`src/rtl/mpeg_frame_scheduler_pkg.sv`:
```
// Shared MPEG frame-buffer types: planar YUV descriptor, index width
// and buffer address helpers used by the frame scheduler and its queue.
package mpeg_frame_scheduler_pkg;

    localparam int ADR_W = 29;

    typedef struct packed {
        logic [ADR_W-1:0] y_adr;
        logic [ADR_W-1:0] u_adr;
        logic [ADR_W-1:0] v_adr;
        logic             first_intra_frame_of_gop;
    } planar_yuv_s;

    function automatic int idx_width(input int n);
        return (n < 2) ? 1 : $clog2(n);
    endfunction

    // Chroma planes follow luma back to back; all sums wrap at 2^29.
    function automatic planar_yuv_s frame_of(
        input logic [ADR_W-1:0] idx,
        input logic [ADR_W-1:0] base,
        input logic [ADR_W-1:0] y_size,
        input logic [ADR_W-1:0] stride,
        input logic             intra
    );
        planar_yuv_s f;
        f.y_adr = base + idx * stride;
        f.u_adr = f.y_adr + y_size;
        f.v_adr = f.u_adr + (y_size >> 2);
        f.first_intra_frame_of_gop = intra;
        return f;
    endfunction

endpackage

```
`src/rtl/mpeg_frame_queue.sv`:
```
// Synchronous FIFO of committed {idx, first_intra} entries with flush;
// head and valid are registered so the display side sees flop outputs.
module mpeg_frame_queue
    import mpeg_frame_scheduler_pkg::*;
#(
    parameter int DEPTH = 4,
    parameter int W     = 3
) (
    input  logic         clk,
    input  logic         reset,
    input  logic         push,
    input  logic [W-1:0] push_data,
    input  logic         pop,
    input  logic         flush,
    output logic         valid,
    output logic [W-1:0] head
);

    localparam int PW = idx_width(DEPTH);
    localparam int CW = $clog2(DEPTH + 1);

    logic [W-1:0]  mem [DEPTH];
    logic [PW-1:0] rd_ptr, wr_ptr, rd_nxt, wr_nxt;
    logic [CW-1:0] count, count_nxt, kept;
    logic [W-1:0]  head_nxt;
    logic          do_push, do_pop;

    function automatic logic [PW-1:0] inc(input logic [PW-1:0] p);
        return (p == PW'(DEPTH - 1)) ? '0 : p + PW'(1);
    endfunction

    assign do_push = push && !flush;
    assign do_pop  = pop && (count != '0) && !flush;

    always_comb begin
        rd_nxt    = do_pop  ? inc(rd_ptr) : rd_ptr;
        wr_nxt    = do_push ? inc(wr_ptr) : wr_ptr;
        kept      = count - CW'(do_pop);
        count_nxt = kept + CW'(do_push);
        head_nxt  = '0;
        if (flush) begin
            rd_nxt    = '0;
            wr_nxt    = '0;
            count_nxt = '0;
        end else if (count_nxt != '0) begin
            // Only the entry being written survives: forward it.
            head_nxt = (kept == '0) ? push_data : mem[rd_nxt];
        end
    end

    always_ff @(posedge clk or posedge reset) begin
        if (reset) begin
            rd_ptr <= '0;
            wr_ptr <= '0;
            count  <= '0;
            valid  <= 1'b0;
            head   <= '0;
        end else begin
            rd_ptr <= rd_nxt;
            wr_ptr <= wr_nxt;
            count  <= count_nxt;
            valid  <= (count_nxt != '0);
            head   <= head_nxt;
        end
    end

    always_ff @(posedge clk) begin
        if (do_push) mem[wr_ptr] <= push_data;
    end

endmodule

```
`src/rtl/mpeg_frame_scheduler.sv`:
```
// Frame-buffer pool scheduler between MPEG decoder and display fetch.
// Optional MPEG_FRAME_SCHED_STATS_EN adds underrun/alloc-stall counters.
module mpeg_frame_scheduler
    import mpeg_frame_scheduler_pkg::*;
#(
    parameter int          NUM_FRAMES   = 4,
    parameter logic [28:0] BASE_ADR     = 29'h0,
    parameter logic [28:0] Y_SIZE       = 29'd101376,
    parameter logic [28:0] FRAME_STRIDE = 29'd152064,
    localparam int         IW           = idx_width(NUM_FRAMES),
    localparam int         CW           = $clog2(NUM_FRAMES + 1)
) (
    input  logic          clk,
    input  logic          reset,
    input  logic          alloc_req,
    output logic          alloc_ack,
    output logic [IW-1:0] alloc_idx,
    output planar_yuv_s   alloc_frame,
    input  logic          commit,
    input  logic [IW-1:0] commit_idx,
    input  logic          commit_first_intra,
    input  logic          dec_release,
    input  logic [IW-1:0] dec_release_idx,
    input  logic          flush,
    output logic          disp_valid,
    input  logic          disp_ready,
    output planar_yuv_s   disp_frame,
    output logic          cmd_error,
    output logic [CW-1:0] free_count
`ifdef MPEG_FRAME_SCHED_STATS_EN
    ,
    output logic [15:0]   underrun_count,
    output logic [15:0]   alloc_stall_count
`endif
);

    logic [NUM_FRAMES-1:0] dec_hold, dec_hold_nxt;
    logic [NUM_FRAMES-1:0] q_mask, q_mask_nxt;
    logic [NUM_FRAMES-1:0] cur_mask, cur_mask_nxt;
    logic [NUM_FRAMES-1:0] free_mask, free_nxt;
    logic                  cur_valid, cur_valid_nxt;
    logic [IW-1:0]         cur_idx, cur_idx_nxt;
    logic [IW-1:0]         free_idx;
    logic [CW-1:0]         free_cnt_nxt;
    logic                  any_free, alloc_go;
    logic                  commit_ok, rel_ok, do_push, do_pop;
    logic                  q_valid, head_intra;
    logic [IW-1:0]         head_idx;

    mpeg_frame_queue #(
        .DEPTH (NUM_FRAMES),
        .W     (IW + 1)
    ) u_queue (
        .clk       (clk),
        .reset     (reset),
        .push      (do_push),
        .push_data ({commit_idx, commit_first_intra}),
        .pop       (do_pop),
        .flush     (flush),
        .valid     (q_valid),
        .head      ({head_idx, head_intra})
    );

    // Lowest free index wins; disp_hold is queued-or-current.
    always_comb begin
        cur_mask = '0;
        if (cur_valid) cur_mask[cur_idx] = 1'b1;
        free_mask = ~(dec_hold | q_mask | cur_mask);
        any_free  = |free_mask;
        free_idx  = '0;
        for (int i = NUM_FRAMES - 1; i >= 0; i--) begin
            if (free_mask[i]) free_idx = IW'(i);
        end
    end

    always_comb begin
        alloc_go  = alloc_req && !alloc_ack && any_free;
        commit_ok = dec_hold[commit_idx] && !q_mask[commit_idx]
                    && !cur_mask[commit_idx];
        rel_ok    = dec_hold[dec_release_idx];
        do_push   = commit && commit_ok && !flush;
        do_pop    = q_valid && disp_ready && !flush;

        dec_hold_nxt = dec_hold;
        if (alloc_go) dec_hold_nxt[free_idx] = 1'b1;
        if (dec_release && rel_ok) dec_hold_nxt[dec_release_idx] = 1'b0;

        q_mask_nxt = q_mask;
        if (flush) begin
            q_mask_nxt = '0;
        end else begin
            if (do_pop)  q_mask_nxt[head_idx]   = 1'b0;
            if (do_push) q_mask_nxt[commit_idx] = 1'b1;
        end

        cur_valid_nxt = cur_valid || do_pop;
        cur_idx_nxt   = do_pop ? head_idx : cur_idx;
        cur_mask_nxt  = '0;
        if (cur_valid_nxt) cur_mask_nxt[cur_idx_nxt] = 1'b1;

        free_nxt     = ~(dec_hold_nxt | q_mask_nxt | cur_mask_nxt);
        free_cnt_nxt = '0;
        for (int i = 0; i < NUM_FRAMES; i++) begin
            free_cnt_nxt = free_cnt_nxt + CW'(free_nxt[i]);
        end
    end

    always_ff @(posedge clk or posedge reset) begin
        if (reset) begin
            dec_hold    <= '0;
            q_mask      <= '0;
            cur_valid   <= 1'b0;
            cur_idx     <= '0;
            alloc_ack   <= 1'b0;
            alloc_idx   <= '0;
            alloc_frame <= '0;
            cmd_error   <= 1'b0;
            free_count  <= CW'(NUM_FRAMES);
        end else begin
            dec_hold   <= dec_hold_nxt;
            q_mask     <= q_mask_nxt;
            cur_valid  <= cur_valid_nxt;
            cur_idx    <= cur_idx_nxt;
            alloc_ack  <= alloc_go;
            cmd_error  <= (commit && !commit_ok)
                          || (dec_release && !rel_ok);
            free_count <= free_cnt_nxt;
            if (alloc_go) begin
                alloc_idx   <= free_idx;
                alloc_frame <= frame_of(ADR_W'(free_idx), BASE_ADR,
                                        Y_SIZE, FRAME_STRIDE, 1'b0);
            end
        end
    end

    assign disp_valid = q_valid;
    assign disp_frame = q_valid
        ? frame_of(ADR_W'(head_idx), BASE_ADR, Y_SIZE, FRAME_STRIDE,
                   head_intra)
        : '0;

`ifdef MPEG_FRAME_SCHED_STATS_EN
    always_ff @(posedge clk or posedge reset) begin
        if (reset) begin
            underrun_count    <= '0;
            alloc_stall_count <= '0;
        end else begin
            if (disp_ready && !q_valid && underrun_count != '1)
                underrun_count <= underrun_count + 16'd1;
            if (alloc_req && !any_free && alloc_stall_count != '1)
                alloc_stall_count <= alloc_stall_count + 16'd1;
        end
    end
`endif

endmodule

```
`config.mk`:
```
export PLATFORM = sky130hd
export DESIGN_NAME = mpeg_frame_scheduler
export DESIGN_NICKNAME = d
export VERILOG_FILES = /design/src/rtl/mpeg_frame_scheduler_pkg.sv /design/src/rtl/mpeg_frame_queue.sv /design/src/rtl/mpeg_frame_scheduler.sv
export SDC_FILE = /design/constraint.sdc
export NUM_CORES = 1
export LEC_CHECK = 0
export ABC_AREA = 1
export CAP_MARGIN = 20
export CORE_UTILIZATION = 42
export DETAILED_ROUTE_END_ITERATION = 12
export PLACE_DENSITY_LB_ADDON = 0.25
export SLEW_MARGIN = 15
export SYNTH_ARGS = -nofsm -noshare
export SYNTH_HDL_FRONTEND = slang
export SYNTH_SLANG_ARGS = --single-unit
export TNS_END_PERCENT = 20
```
`constraint.sdc`:
```
create_clock -name clk -period 3.45 [get_ports clk]
set_input_delay 0.5175 -clock clk [delete_from_list [all_inputs] [get_ports clk]]
set_output_delay 0.5175 -clock clk [all_outputs]
set_load 0.05 [all_outputs]
```
==> run_results.csv <==
group,metric,value,unit
run_status,status,"finished clean",
grt,grt_pass1_vias,2648,
timing,fin_crit_sh,83.66,%
detailed_routing,vias,2987,
power,vdd_drop_max,698.4,uV
cells_and_area,design_area,0.004644,mm2
timing,max_freq,346.5,MHz
power,leakage,2.497,nW
die,die_h,102.7,um
clocking,cts-root-buf,"clkbuf_8",
timing,rsz0062_at_grt,"no",
detailed_routing,drt_wl_total,7.652,mm
critical_path,crit_type,"in2reg",
synthesis,ys_types,34,
synthesis,syn_avg_cell_area,7.991,um2
clocking,clock-sinks,56,
synthesis,yosys.area_share.xor_xnor,0.4113,%
grt,grt_usage,14.85,%
critical_path,path_common_cell,"nand2_1",
cells_and_area,nets,624,
grt,grt-ovfl-total,0,
cells_and_area,most-common-layout-cells,"118 x nand2_1, 111 x conb_1, 84 x clkdlybuf4s50_1",
synthesis,syn-instance-count,533,
synthesis,yosysSeqAreaShare,34.34,%
die,rows,36,
grt,antenna_found_initial,0,
cells_and_area,layoutNonFillerInstCount,719,
timing,finalSetupTns,0,ps
critical_path,crit_fanout,12,
detailed_routing,drt_iter0_markers,115,
die,io_pins,196,
synthesis,ys_warn_count,0,
synthesis,yosys.area_share.adder,8.108,%
grt,met1_usage,18.43,%
flow_run,cap_violations,0,
clocking,post_cts_buffers,0,
min_path,hold_class,"reg2reg",
cells_and_area,nFillCells,1024,
synthesis,ys_ff_latch,56,
die,die_x,102.7,um
cells_and_area,final_layout_size_suffix_gt1_share,6.485,%
timing,finalClockSkew,8.354,ps
critical_path,max_stage_delay,620,ps
clocking,post_cts_resized,0,
place,gp_congestion,0.8318,
detailed_routing,viasPerCell,4.154,
synthesis,synth.cell_area,0.004259,mm2
timing,drv_slew,0,
detailed_routing,avgRoutedWirePerCell,10.64,um
detailed_routing,drc,0,
synthesis,synth_compound_area_share,3.055,%
timing,worst_pin_slew,904.3,ps
critical_path,crit_slowest_cell,"clkdlybuf4s50_1",
cells_and_area,antenna-diode-count,0,
timing,finalCriticalPeriod,2886,ps
clocking,cts_buffer_depth,2,
clocking,clock_latency,310,ps
grt,grt_first_pass_wirelength,12.14,mm
timing,slew_headroom,39.34,%
detailed_routing,firstDrtPassIters,4,
clocking,htree_levels,2,
place,placedCellCount,711,
detailed_routing,ant_nets,0,
clocking,clk_pin_slew,100,ps
clocking,cts_tree,"yes",
place,post-dp-hpwl,6.129,mm
grt,use_met3,3.254,%
clocking,numCtsBuffers,5,
grt,busiest_layer,"met2",
die,initial_core_util,43.37,%
place,dpl_cell_area,0.004563,mm2
critical_path,crit_arrival,3090,ps
timing,finalSetupViolCount,0,
die,placeableCoreArea,0.009819,mm2
clocking,cts_hold_buf,0,
cells_and_area,final_common_cell,"nand2_1",
place,pre_cts_ws,218.9,ps
grt,use_met2,26.21,%
critical_path,cp_data_required_time,3650,ps
die,die_area,0.01055,mm2
cells_and_area,area_growth,9.048,%
timing,finalHoldViolCount,0,
synthesis,synth_mux_area_share,0,%
critical_path,critPathCaptureType,"register",
place,port_buffers,84,
timing,timing.final.ws_setup,563.6,ps
power,power_density,819.7,mW/mm2
critical_path,critPathLaunchType,"primary input",
synthesis,synth_top_family_by_area,"buffers and inverters",
critical_path,cp_cell_sequence,"clkdlybuf4s50_1, nor2_1, inv_1, nor2_1, nor2_1, nand2_1, nor2_4, nand3_1, nand2_1, nand2_1, nand2_1, fa_1, inv_1, ha_1, ha_1",
synthesis,synth-simple-area-share,21.62,%
grt,grt_max_degree,25,
==> cell usage after synthesis <==
cell type  instances  area [um2]
a21boi_1           1       7.510
a21oi_1            8       40.04
a31oi_1            1       6.260
and2_1             2       12.51
buf_2              1       5.000
buf_4            150        1126
buf_6              1       11.26
clkbuf_1           1       3.750
conb_1             1       3.750
dfrtp_1           43        1076
dfstp_2            1       26.28
edfxtp_1          12       360.4
fa_1               1       20.02
ha_1              26       325.3
inv_1             53       198.9
inv_2              9       33.78
nand2_1          118       442.9
nand2_2            6       37.54
nand2_4            1       11.26
nand3_1           33       165.2
nand3_2            1       10.01
nand4_1            2       12.51
nor2_1            33       123.9
nor2_2             5       31.28
nor2_4             2       22.52
nor2_8             1       20.02
o21a_1             3       22.52
o21ai_0            1       5.000
o21ai_1            8       40.04
o21ai_2            1       8.760
or2_1              4       25.02
or2_2              1       6.260
xnor2_1            1       8.760
xor2_1             1       8.760
==> final timing paths <==
kind                                                  start                       endpoint  slack (ps)  cells after the start
worst max-delay path                          commit_idx[0]        free_count[1]$_DFF_PP0_         560                     15
worst min-delay path            alloc_frame[49]$_DFFE_PP0N_    alloc_frame[49]$_DFFE_PP0N_         480                      2
worst max register to register         cur_idx[0]$_DFF_PP0_        free_count[1]$_DFF_PP0_         580                     16
worst min register to register  alloc_frame[49]$_DFFE_PP0N_    alloc_frame[49]$_DFFE_PP0N_         480                      2
max in group asynchronous                             reset        free_count[2]$_DFF_PP1_        2080                      3
min in group asynchronous                             reset  u_queue.wr_ptr[0]$_DFFE_PP0P_         600                      2
==> per-stage QoR <==
step / total power, mW / hold slack (ps) / util, %
after CTS: 3.860 / 489.2 / 47.30
after floorplan: 3.060 / 488.8 / -
final: 3.807 / 482.2 / 47.30
after global routing: 4.104 / 520.6 / 47.30
after detailed placement: 3.497 / 461.5 / 46.47
after global placement: 3.480 / 452.8 / 46.47
==> power by group <==
group / switching, mW / internal (mW)
combinational: 1.76 / 0.697
clock: 0.202 / 0.143
sequential: 0.146 / 0.856
total: 2.11 / 1.70
==> registers in the layout, summed over array words and instances, names as in the netlist <==
signal / cells
q_mask: 4
alloc_frame: 16
u_queue.head: 3
u_queue.rd_ptr: 2
u_queue.valid: 1
cmd_error: 1
u_queue.count: 3
alloc_idx: 1
free_count: 3
dec_hold: 4
u_queue.mem: 12
cur_valid: 1
cur_idx: 2
alloc_ack: 1
u_queue.wr_ptr: 2
==> layout make-up <==
cell class                      instances  area [um2]  share of cell area (%)
Multi-Input combinational cell        372        1831                   39.41
Tap cell                              133       166.4                   3.583
Clock buffer                            7       76.32                   1.643
Sequential cell                        56        1463                   31.49
Inverter                               62       232.7                   5.011
Clock inverter                          1       5.005                  0.1078
Timing Repair Buffer                   88       870.8                   18.75
==> layer usage <==
layer,wire length [um],vias up
met3,544,9
met2,3694,148
met1,3364,1356
li1,-,1474
met4,49,0
met5,0,-
==> logic make-up (layout without fill, tap and decap cells) <==
| kind of cell | after synthesis | in the layout |
|---|---|---|
| flip-flops | 56 | 56 |
| adder cells (fa/ha/maj) | 27 | 27 |
| AND/OR/NAND/NOR | 209 | 209 |
| buffers and inverters | 215 | 158 |
| AO/OA/AOI/OAI | 23 | 23 |
| other | 1 | 111 |
| XOR/XNOR | 2 | 2 |
==> worst max-delay path, delay by kind of cell <==
| kind | cells | cell delay [ps] |
|---|---|---|
| adder cells (fa/ha/maj) | 3 | 980 |
| buffers and inverters | 3 | 720 |
| AND/OR/NAND/NOR | 9 | 850 |
No activity file was read; power rests on OpenSTA's default activity.
